File: src/rtl/fetch_unit_if.sv
// Fetch-stage bus bundle: instruction-memory request/response plus the
// instruction handoff to decode/execute and the status outputs.
//
// Handshakes:
//   imem: imem_req pulses for one cycle with imem_addr; the memory answers
//         later with a single imem_rvalid beat carrying imem_rdata, and
//         imem_err is meaningful only while imem_rvalid is high.
//   decode: instr_valid stays high with Instr/PC stable until the cycle
//         where instr_ready is also high; that cycle retires the
//         instruction. PCSrc/PCTarget are sampled only in that cycle.
interface fetch_unit_if;
  logic        imem_req;
  logic [31:0] imem_addr;
  logic        imem_rvalid;
  logic [31:0] imem_rdata;
  logic        imem_err;
  logic [31:0] Instr;
  logic        instr_valid;
  logic        instr_ready;
  logic [31:0] PC;
  logic [31:0] PCPlus4;
  logic        PCSrc;
  logic [31:0] PCTarget;
  logic        fault;
  logic [1:0]  fault_cause;
  logic [31:0] instret;

  // Fetch unit side
  modport master (
    output imem_req, imem_addr, Instr, instr_valid, PC, PCPlus4,
           fault, fault_cause, instret,
    input  imem_rvalid, imem_rdata, imem_err, instr_ready, PCSrc, PCTarget
  );

  // Memory / datapath side
  modport slave (
    input  imem_req, imem_addr, Instr, instr_valid, PC, PCPlus4,
           fault, fault_cause, instret,
    output imem_rvalid, imem_rdata, imem_err, instr_ready, PCSrc, PCTarget
  );
endinterface

File: src/rtl/fetch_unit.sv
// Instruction-fetch stage: holds the PC, issues one-beat fetches to a
// variable-latency memory, presents the fetched word to decode, applies
// the next-PC choice on retire, traps misaligned targets and bus errors,
// and counts retired instructions.
module fetch_unit #(
  parameter logic [31:0] RESET_PC = 32'h0000_0000
) (
  input  logic                clk,
  input  logic                reset,
  fetch_unit_if.master        bus,
  output logic [2:0]          dbg_state_o
);

  typedef enum logic [2:0] {
    S_IDLE  = 3'd0,
    S_REQ   = 3'd1,
    S_WAIT  = 3'd2,
    S_VALID = 3'd3,
    S_FAULT = 3'd4
  } state_t;

  localparam logic [31:0] NOP_INSTR = 32'h0000_0013;

  state_t      state_q, state_d;
  logic [31:0] pc_q, pc_d;
  logic [31:0] instr_q, instr_d;
  logic [31:0] instret_q, instret_d;
  logic [1:0]  cause_q, cause_d;
  logic [31:0] pc_plus4;
  logic        retire;

  assign pc_plus4 = pc_q + 32'd4;
  // Only a ready seen while presenting an instruction counts as retire
  assign retire   = (state_q == S_VALID) && bus.instr_ready;

  // State and datapath registers, asynchronously cleared
  always_ff @(posedge clk or posedge reset) begin
    if (reset) begin
      state_q   <= S_IDLE;
      pc_q      <= RESET_PC;
      instr_q   <= NOP_INSTR;
      instret_q <= 32'd0;
      cause_q   <= 2'b00;
    end else begin
      state_q   <= state_d;
      pc_q      <= pc_d;
      instr_q   <= instr_d;
      instret_q <= instret_d;
      cause_q   <= cause_d;
    end
  end

  // Next-state and register updates; everything holds unless a case moves it
  always_comb begin
    state_d   = state_q;
    pc_d      = pc_q;
    instr_d   = instr_q;
    instret_d = instret_q;
    cause_d   = cause_q;
    case (state_q)
      S_IDLE:  state_d = S_REQ;
      // Any rvalid seen here is a leftover and is ignored
      S_REQ:   state_d = S_WAIT;
      S_WAIT: begin
        if (bus.imem_rvalid) begin
          if (bus.imem_err) begin
            cause_d = 2'b01;
            state_d = S_FAULT;
          end else begin
            instr_d = bus.imem_rdata;
            state_d = S_VALID;
          end
        end
      end
      S_VALID: begin
        if (retire) begin
          instret_d = instret_q + 32'd1;
          if (!bus.PCSrc) begin
            pc_d    = pc_plus4;
            state_d = S_REQ;
          end else if (bus.PCTarget[1:0] == 2'b00) begin
            pc_d    = bus.PCTarget;
            state_d = S_REQ;
          end else begin
            // PC keeps the address of the instruction that jumped badly
            cause_d = 2'b10;
            state_d = S_FAULT;
          end
        end
      end
      // Only reset leaves FAULT
      S_FAULT: state_d = S_FAULT;
      default: state_d = S_IDLE;
    endcase
  end

  // Moore outputs decoded from the current state
  always_comb begin
    bus.imem_req    = (state_q == S_REQ);
    bus.instr_valid = (state_q == S_VALID);
    bus.fault       = (state_q == S_FAULT);
  end

  assign bus.imem_addr   = pc_q;
  assign bus.PC          = pc_q;
  assign bus.PCPlus4     = pc_plus4;
  assign bus.Instr       = instr_q;
  assign bus.fault_cause = cause_q;
  assign bus.instret     = instret_q;
  assign dbg_state_o     = state_q;

endmodule

File: src/flat_wrapper.sv
// flat-port wrapper written by rule: the top's interface ports become plain ports
module fetch_unit_flat 
#(
  parameter logic [31:0] RESET_PC = 32'h0000_0000
)
  (clk, reset, dbg_state_o, bus_imem_req, bus_imem_addr, bus_Instr, bus_instr_valid, bus_PC, bus_PCPlus4, bus_fault, bus_fault_cause, bus_instret, bus_imem_rvalid, bus_imem_rdata, bus_imem_err, bus_instr_ready, bus_PCSrc, bus_PCTarget);
  fetch_unit_if bus_i ();
  input  logic clk;
  input  logic reset;
  output logic [2:0] dbg_state_o;
  output wire logic [$bits(bus_i.imem_req)-1:0] bus_imem_req;
  output wire logic [$bits(bus_i.imem_addr)-1:0] bus_imem_addr;
  output wire logic [$bits(bus_i.Instr)-1:0] bus_Instr;
  output wire logic [$bits(bus_i.instr_valid)-1:0] bus_instr_valid;
  output wire logic [$bits(bus_i.PC)-1:0] bus_PC;
  output wire logic [$bits(bus_i.PCPlus4)-1:0] bus_PCPlus4;
  output wire logic [$bits(bus_i.fault)-1:0] bus_fault;
  output wire logic [$bits(bus_i.fault_cause)-1:0] bus_fault_cause;
  output wire logic [$bits(bus_i.instret)-1:0] bus_instret;
  input wire logic [$bits(bus_i.imem_rvalid)-1:0] bus_imem_rvalid;
  input wire logic [$bits(bus_i.imem_rdata)-1:0] bus_imem_rdata;
  input wire logic [$bits(bus_i.imem_err)-1:0] bus_imem_err;
  input wire logic [$bits(bus_i.instr_ready)-1:0] bus_instr_ready;
  input wire logic [$bits(bus_i.PCSrc)-1:0] bus_PCSrc;
  input wire logic [$bits(bus_i.PCTarget)-1:0] bus_PCTarget;
  assign bus_imem_req = bus_i.imem_req;
  assign bus_imem_addr = bus_i.imem_addr;
  assign bus_Instr = bus_i.Instr;
  assign bus_instr_valid = bus_i.instr_valid;
  assign bus_PC = bus_i.PC;
  assign bus_PCPlus4 = bus_i.PCPlus4;
  assign bus_fault = bus_i.fault;
  assign bus_fault_cause = bus_i.fault_cause;
  assign bus_instret = bus_i.instret;
  assign bus_i.imem_rvalid = bus_imem_rvalid;
  assign bus_i.imem_rdata = bus_imem_rdata;
  assign bus_i.imem_err = bus_imem_err;
  assign bus_i.instr_ready = bus_instr_ready;
  assign bus_i.PCSrc = bus_PCSrc;
  assign bus_i.PCTarget = bus_PCTarget;
  fetch_unit #(.RESET_PC(RESET_PC)) u_core (.clk(clk), .reset(reset), .bus(bus_i), .dbg_state_o(dbg_state_o));
endmodule
File: config.mk
export PLATFORM = sky130hd
export DESIGN_NAME = fetch_unit_flat
export DESIGN_NICKNAME = d
export VERILOG_FILES = /design/src/rtl/fetch_unit_if.sv /design/src/rtl/fetch_unit.sv /design/src/flat_wrapper.sv
export SDC_FILE = /design/constraint.sdc
export NUM_CORES = 1
export LEC_CHECK = 0
export CORE_MARGIN = 2
export CORE_UTILIZATION = 64
export CTS_CLUSTER_SIZE = 28
export DETAILED_ROUTE_END_ITERATION = 8
export DONT_BUFFER_PORTS = 1
export GPL_TIMING_DRIVEN = 0
export PLACE_DENSITY = 0.8
export SLEW_MARGIN = 15
export SYNTH_ARGS = -nofsm -noshare
export SYNTH_HDL_FRONTEND = slang
export SYNTH_SLANG_ARGS = --single-unit
File: constraint.sdc
create_clock -name clk -period 3.7 [get_ports clk]
set_clock_uncertainty 0.05 [all_clocks]
set_input_delay 0.74 -clock clk [delete_from_list [all_inputs] [get_ports clk]]
set_output_delay 0.74 -clock clk [all_outputs]
set_load 0.05 [all_outputs]
# Word-level counts from Yosys, hierarchy flattened

Cells that the tools add are included.

Add/subtract/negate cells: 2
Equal/unequal tests: 10
Mux-type cells: 14
Bitwise logic cells: 1
Reduce and logical (&&, ||, !) cells: 9

Operators with widths:

| kind                                                | number |
|---|---|
| two-way mux 32 bit                                  | 2 |
| adder 32 x 1 -> 32 bit, second input constant       | 1 |
| adder 32 x 3 -> 32 bit, second input constant       | 1 |
| two-way mux 3 bit                                   | 5 |
| case mux 3 bit (5 select lines)                     | 1 |
| two-way mux 2 bit                                   | 5 |
| equality test 3 x 2 -> 1 bit, second input constant | 2 |
| != test 2 x 1 -> 1 bit, second input constant       | 3 |
| != test 2 bit, second input constant                | 3 |
| AND reduction 3 bit                                 | 2 |
| AND reduction 6 bit                                 | 1 |
| case mux 2 bit (2 select lines)                     | 1 |
| AND reduction 2 bit                                 | 2 |
| equality test 3 x 1 -> 1 bit, second input constant | 1 |
| equality test 3 bit, second input constant          | 1 |
| zero test 3 bit                                     | 1 |
| zero test 2 bit                                     | 1 |
| nonzero test 2 bit                                  | 1 |
| logical AND 1 bit                                   | 1 |
| inverter 1 bit                                      | 1 |

Bits in registers: 101
Input port bits: 70
Output and inout port bits: 168
Logic and storage cells: 41

# Depth between registers and ports, before layout

Depth in word-level cells: 5
Depth in mapped cells: 7
Gate-level depth less buffers: 5

# Worst setup path after synthesis

Ideal clock, no wire load.

Path type: reg-to-output
Start: register u_core.pc_q[5], in the netlist u_core.bus.PC[5]
End: output port bus_PCPlus4[25]
Data arrival time: 2.670 ns
Required time: 2.910 ns
Setup slack: 0.240 ns
Cell stages (with the launch flop): 6
Path buffers: 1
Cell sequence: dfrtp_1 -> buf_2 -> nand3_4 -> or4_4 -> or2_4 -> xnor2_1

Word-level cells in the longest chain between the ends: 1

RTL lines:

| element                  | RTL line           | text |
|---|---|---|
| start: declaration       | fetch_unit.sv:25   | `logic [31:0] pc_q, pc_d;` |
| start signal: assignment | fetch_unit.sv:46   | `pc_q <= pc_d;` |
| adder 32 x 3 -> 32 bit   | fetch_unit.sv:32   | `assign pc_plus4 = pc_q + 32'd4;` |
| end: declaration         | flat_wrapper.sv:16 | `output wire logic [$bits(bus_i.PCPlus4)-1:0] bus_PCPlus4;` |

No other way between the ends.

# Worst setup path after layout

Start: register u_core.pc_q[18], in the netlist u_core.bus.PC[18]
End: output port bus_PCPlus4[21]

Same word-level chain as after synthesis.

==> impl_metrics.ini <==
[synth]
synth_xor_area_share_pct = 8.52
synth_compound_area_share_pct = 10.3
synthSimpleGateAreaFrac_pct = 22.1
synth_top_area_share_pct = 41.8
synth_top_family_by_area = simple AND/OR/NAND/NOR gates
yosysSeqAreaShare_pct = 43.2
syn-num-nets = 658
synth_ff_type = dfrtp_1
ys_ff_latch = 101
synth_top_area_cell = dfrtp_1
synth_cell_types = 66
synth_edf_count = 0
netlist_area_um2 = 5860
synthAdderAreaFrac_pct = 0.427
yosys_warnings = 0
synth_cells = 586
avgSynthCellArea_um2 = 10.0
async_reset_ff_share_pct = 100
synthMuxAreaShare_pct = 7.17
synth_area_leaders = dfrtp_1 42%, xnor2_1 7.6%, mux2_2 5.8%

[cells_and_area]
final_common_cell = dfrtp_1
fillerInstances = 651
drive_above_1_share_pct = 28.2
post-route-util_pct = 74.0
final_cell_mix = 77 x dfrtp_1, 38 x nand3_1, 35 x buf_4, 34 x nand4_1, 33 x nand2_1
syn_to_final_growth_pct = 11.1
multi_input_area_um2 = 3110
final_cells = 711
regArea_um2 = 2560
num_antenna_cells = 0
nets = 670

[outcome]
outcome = complete, no violations

[clock_tree]
cts_htree_levels = 3
cts-root-buf = clkbuf_8
insertion_delay_ps = 370
cts_buffers = 9
clock_sink_count = 101
cts_tree = yes
clockBufferDepth = 2
ctsHoldBuffers = 0
clkSlewWorstSetupHoldPaths_ps = 110

[worst_setup_path]
cpLargestDelayFamily = flip-flops
reg2reg_to = u_core.bus.PC[27]$_DFFE_PP0P_
crit_slowest_cell = dfrtp_1
required_ps = 2910
crit_type = flop to primary output
crit_cells = 5
r2r_start = u_core.dbg_state_o[2]$_DFFE_PP0P_
r2r.worst_path.cells = 6
start_kind = flop
timing.reg2reg.setup_slack_ps = 1220
path_buf_inv = 1
cp.arrival_ps = 2850
slowest_delay_ps = 770
endpoint_kind = primary output
crit_end = bus_PCPlus4[21]
crit_path_max_fanout = 10
path_cells = nand3_2, nor2_1, clkbuf_1, nand3_1, xnor2_2
startpoint = u_core.bus.PC[18]$_DFFE_PP0P_

[floorplanning]
rows = 34
core-area_um2 = 8810
die_height_um = 99.7
dieArea_um2 = 9940
start_util_pct = 66.6
ios = 238
dieWidth_um = 99.7

[place]
dpl_worst_slack_ps = 43.5
port_buffers = 0
placed_cells = 695
place.gp.congestion = 0.943
post-dp-hpwl_mm = 11.8

[sta]
max_freq_mhz = 275
rsz0062_at_grt = no
worst_slack_ps = 60.9
tightest_slew_ps = 1170
hold_viol = 0
max_slew_margin_pct = 21.4
period_needed_ps = 3640
period_share_pct = 98.4
slew_viol_final = 0
whs_ps = 225
tns_ps = 0
setup_viol = 0

[drt]
via_per_inst = 6.81
drt_first_pass_iters = 5
postRouteAntennaNets = 0
wl_per_cell_um = 23.0
vias = 4841
drcViolationCount = 0
wl_mm = 16.3
drtIter0Drc = 274

[run]
drv_cap = 0

[global_routing]
antenna_found_initial = 0
overflow = 0
grt_pass1_vias = 4834
grt_max_degree = 55
grt.total_usage_pct = 32.6
grt_first_pass_wirelength_mm = 25.6

[power]
ir_drop_v = 0.000722
p_leak_nw = 2.68
power_density_nw_per_um2 = 907

[hold_path]
hp-class = input pin to asynchronous set/reset pin
[stage by stage]
| step | total power, mW | instance area, µm² |
|---|---|---|
| after floorplan | 4.72 | 5860 |
| after global placement | 5.04 | 6000 |
| after detailed placement | 5.11 | 6030 |
| after CTS | 5.84 | 6400 |
| after global routing | 6.13 | 6510 |
| final | 5.91 | 6510 |
[where the power goes]
group	leakage [nW]	switching, mW	internal, mW
clock network	0.0925	0.431	0.275
registers	1.21	1.58	1.43
logic	1.38	1.52	0.680
total	2.68	3.52	2.39
[worst min path at each step]
stage	from	to	slack (ps)	cells after the start
final	reset	u_core.bus.instret[17]$_DFFE_PP0P_	230	1
after global routing	reset	u_core.dbg_state_o[2]$_DFFE_PP0P_	260	1
after CTS	reset	u_core.bus.instret[1]$_DFFE_PP0P_	240	1
after detailed placement	reset	u_core.bus.Instr[23]$_DFFE_PP0P_	640	1
after global placement	u_core.bus.Instr[0]$_DFFE_PP1P_	u_core.bus.Instr[0]$_DFFE_PP1P_	690	1
after floorplan	u_core.bus.Instr[0]$_DFFE_PP1P_	u_core.bus.Instr[0]$_DFFE_PP1P_	680	1
[metal layers]
layer | global-route usage (%) | up-vias | share of wire [%]
li1 | - | 2116 | -
met1 | 39.3 | 2371 | 37
met2 | 53.7 | 295 | 49
met3 | 11.4 | 59 | 11
met4 | 12.6 | 0 | 3.2
met5 | 0 | - | 0
[sequential cells by signal, summed over array words and instances, names as in the netlist]
register and flops:
u_core.bus.Instr 32, u_core.bus.PC 32, u_core.bus.instret 32, u_core.dbg_state_o 3, u_core.bus.fault_cause 2
[cells by family (layout without fill, tap and decap cells)]
| group | count (synthesis) | count (layout) |
|---|---|---|
| AND/OR/NAND/NOR | 215 | 215 |
| adder cells (fa/ha/maj) | 2 | 2 |
| multiplexers | 38 | 38 |
| XOR/XNOR | 57 | 57 |
| flip-flops | 101 | 101 |
| AO/OA/AOI/OAI | 86 | 86 |
| buffers and inverters | 87 | 104 |
[what timing repair did]
action / in CTS / in global routing
setup buffers: 0 / 0
gates resized for setup: 23 / 27
endpoints found under the setup margin: 18 / 17
[area by class of cell]
| class | instances | share of cell area (%) |
|---|---|---|
| Tap cell | 108 | 2.07 |
| Clock buffer | 10 | 2.11 |
| Multi-Input combinational cell | 398 | 47.8 |
| Timing Repair Buffer | 1 | 0.423 |
| Clock inverter | 6 | 0.845 |
| Buffer | 69 | 6.38 |
| Sequential cell | 101 | 39.3 |
| Inverter | 18 | 1.11 |
[cell usage after synthesis, types with 6 or more instances]
| cell | n |
|---|---|
| dfrtp_1 | 98 |
| xnor2_1 | 51 |
| nand3_1 | 38 |
| buf_4 | 35 |
| nand4_1 | 34 |
| nand2_1 | 33 |
| mux2_2 | 30 |
| nor2_1 | 26 |
| nor3_1 | 23 |
| o21ai_0 | 20 |
| inv_1 | 18 |
| clkbuf_1 | 15 |
| buf_2 | 14 |
| a21oi_1 | 11 |
| and3_1 | 11 |
| and2_1 | 9 |
| a311o_1 | 7 |
| o211ai_1 | 7 |
| mux2i_1 | 6 |
| xor2_1 | 6 |
Note: power is estimated with default switching activity, not from simulation.
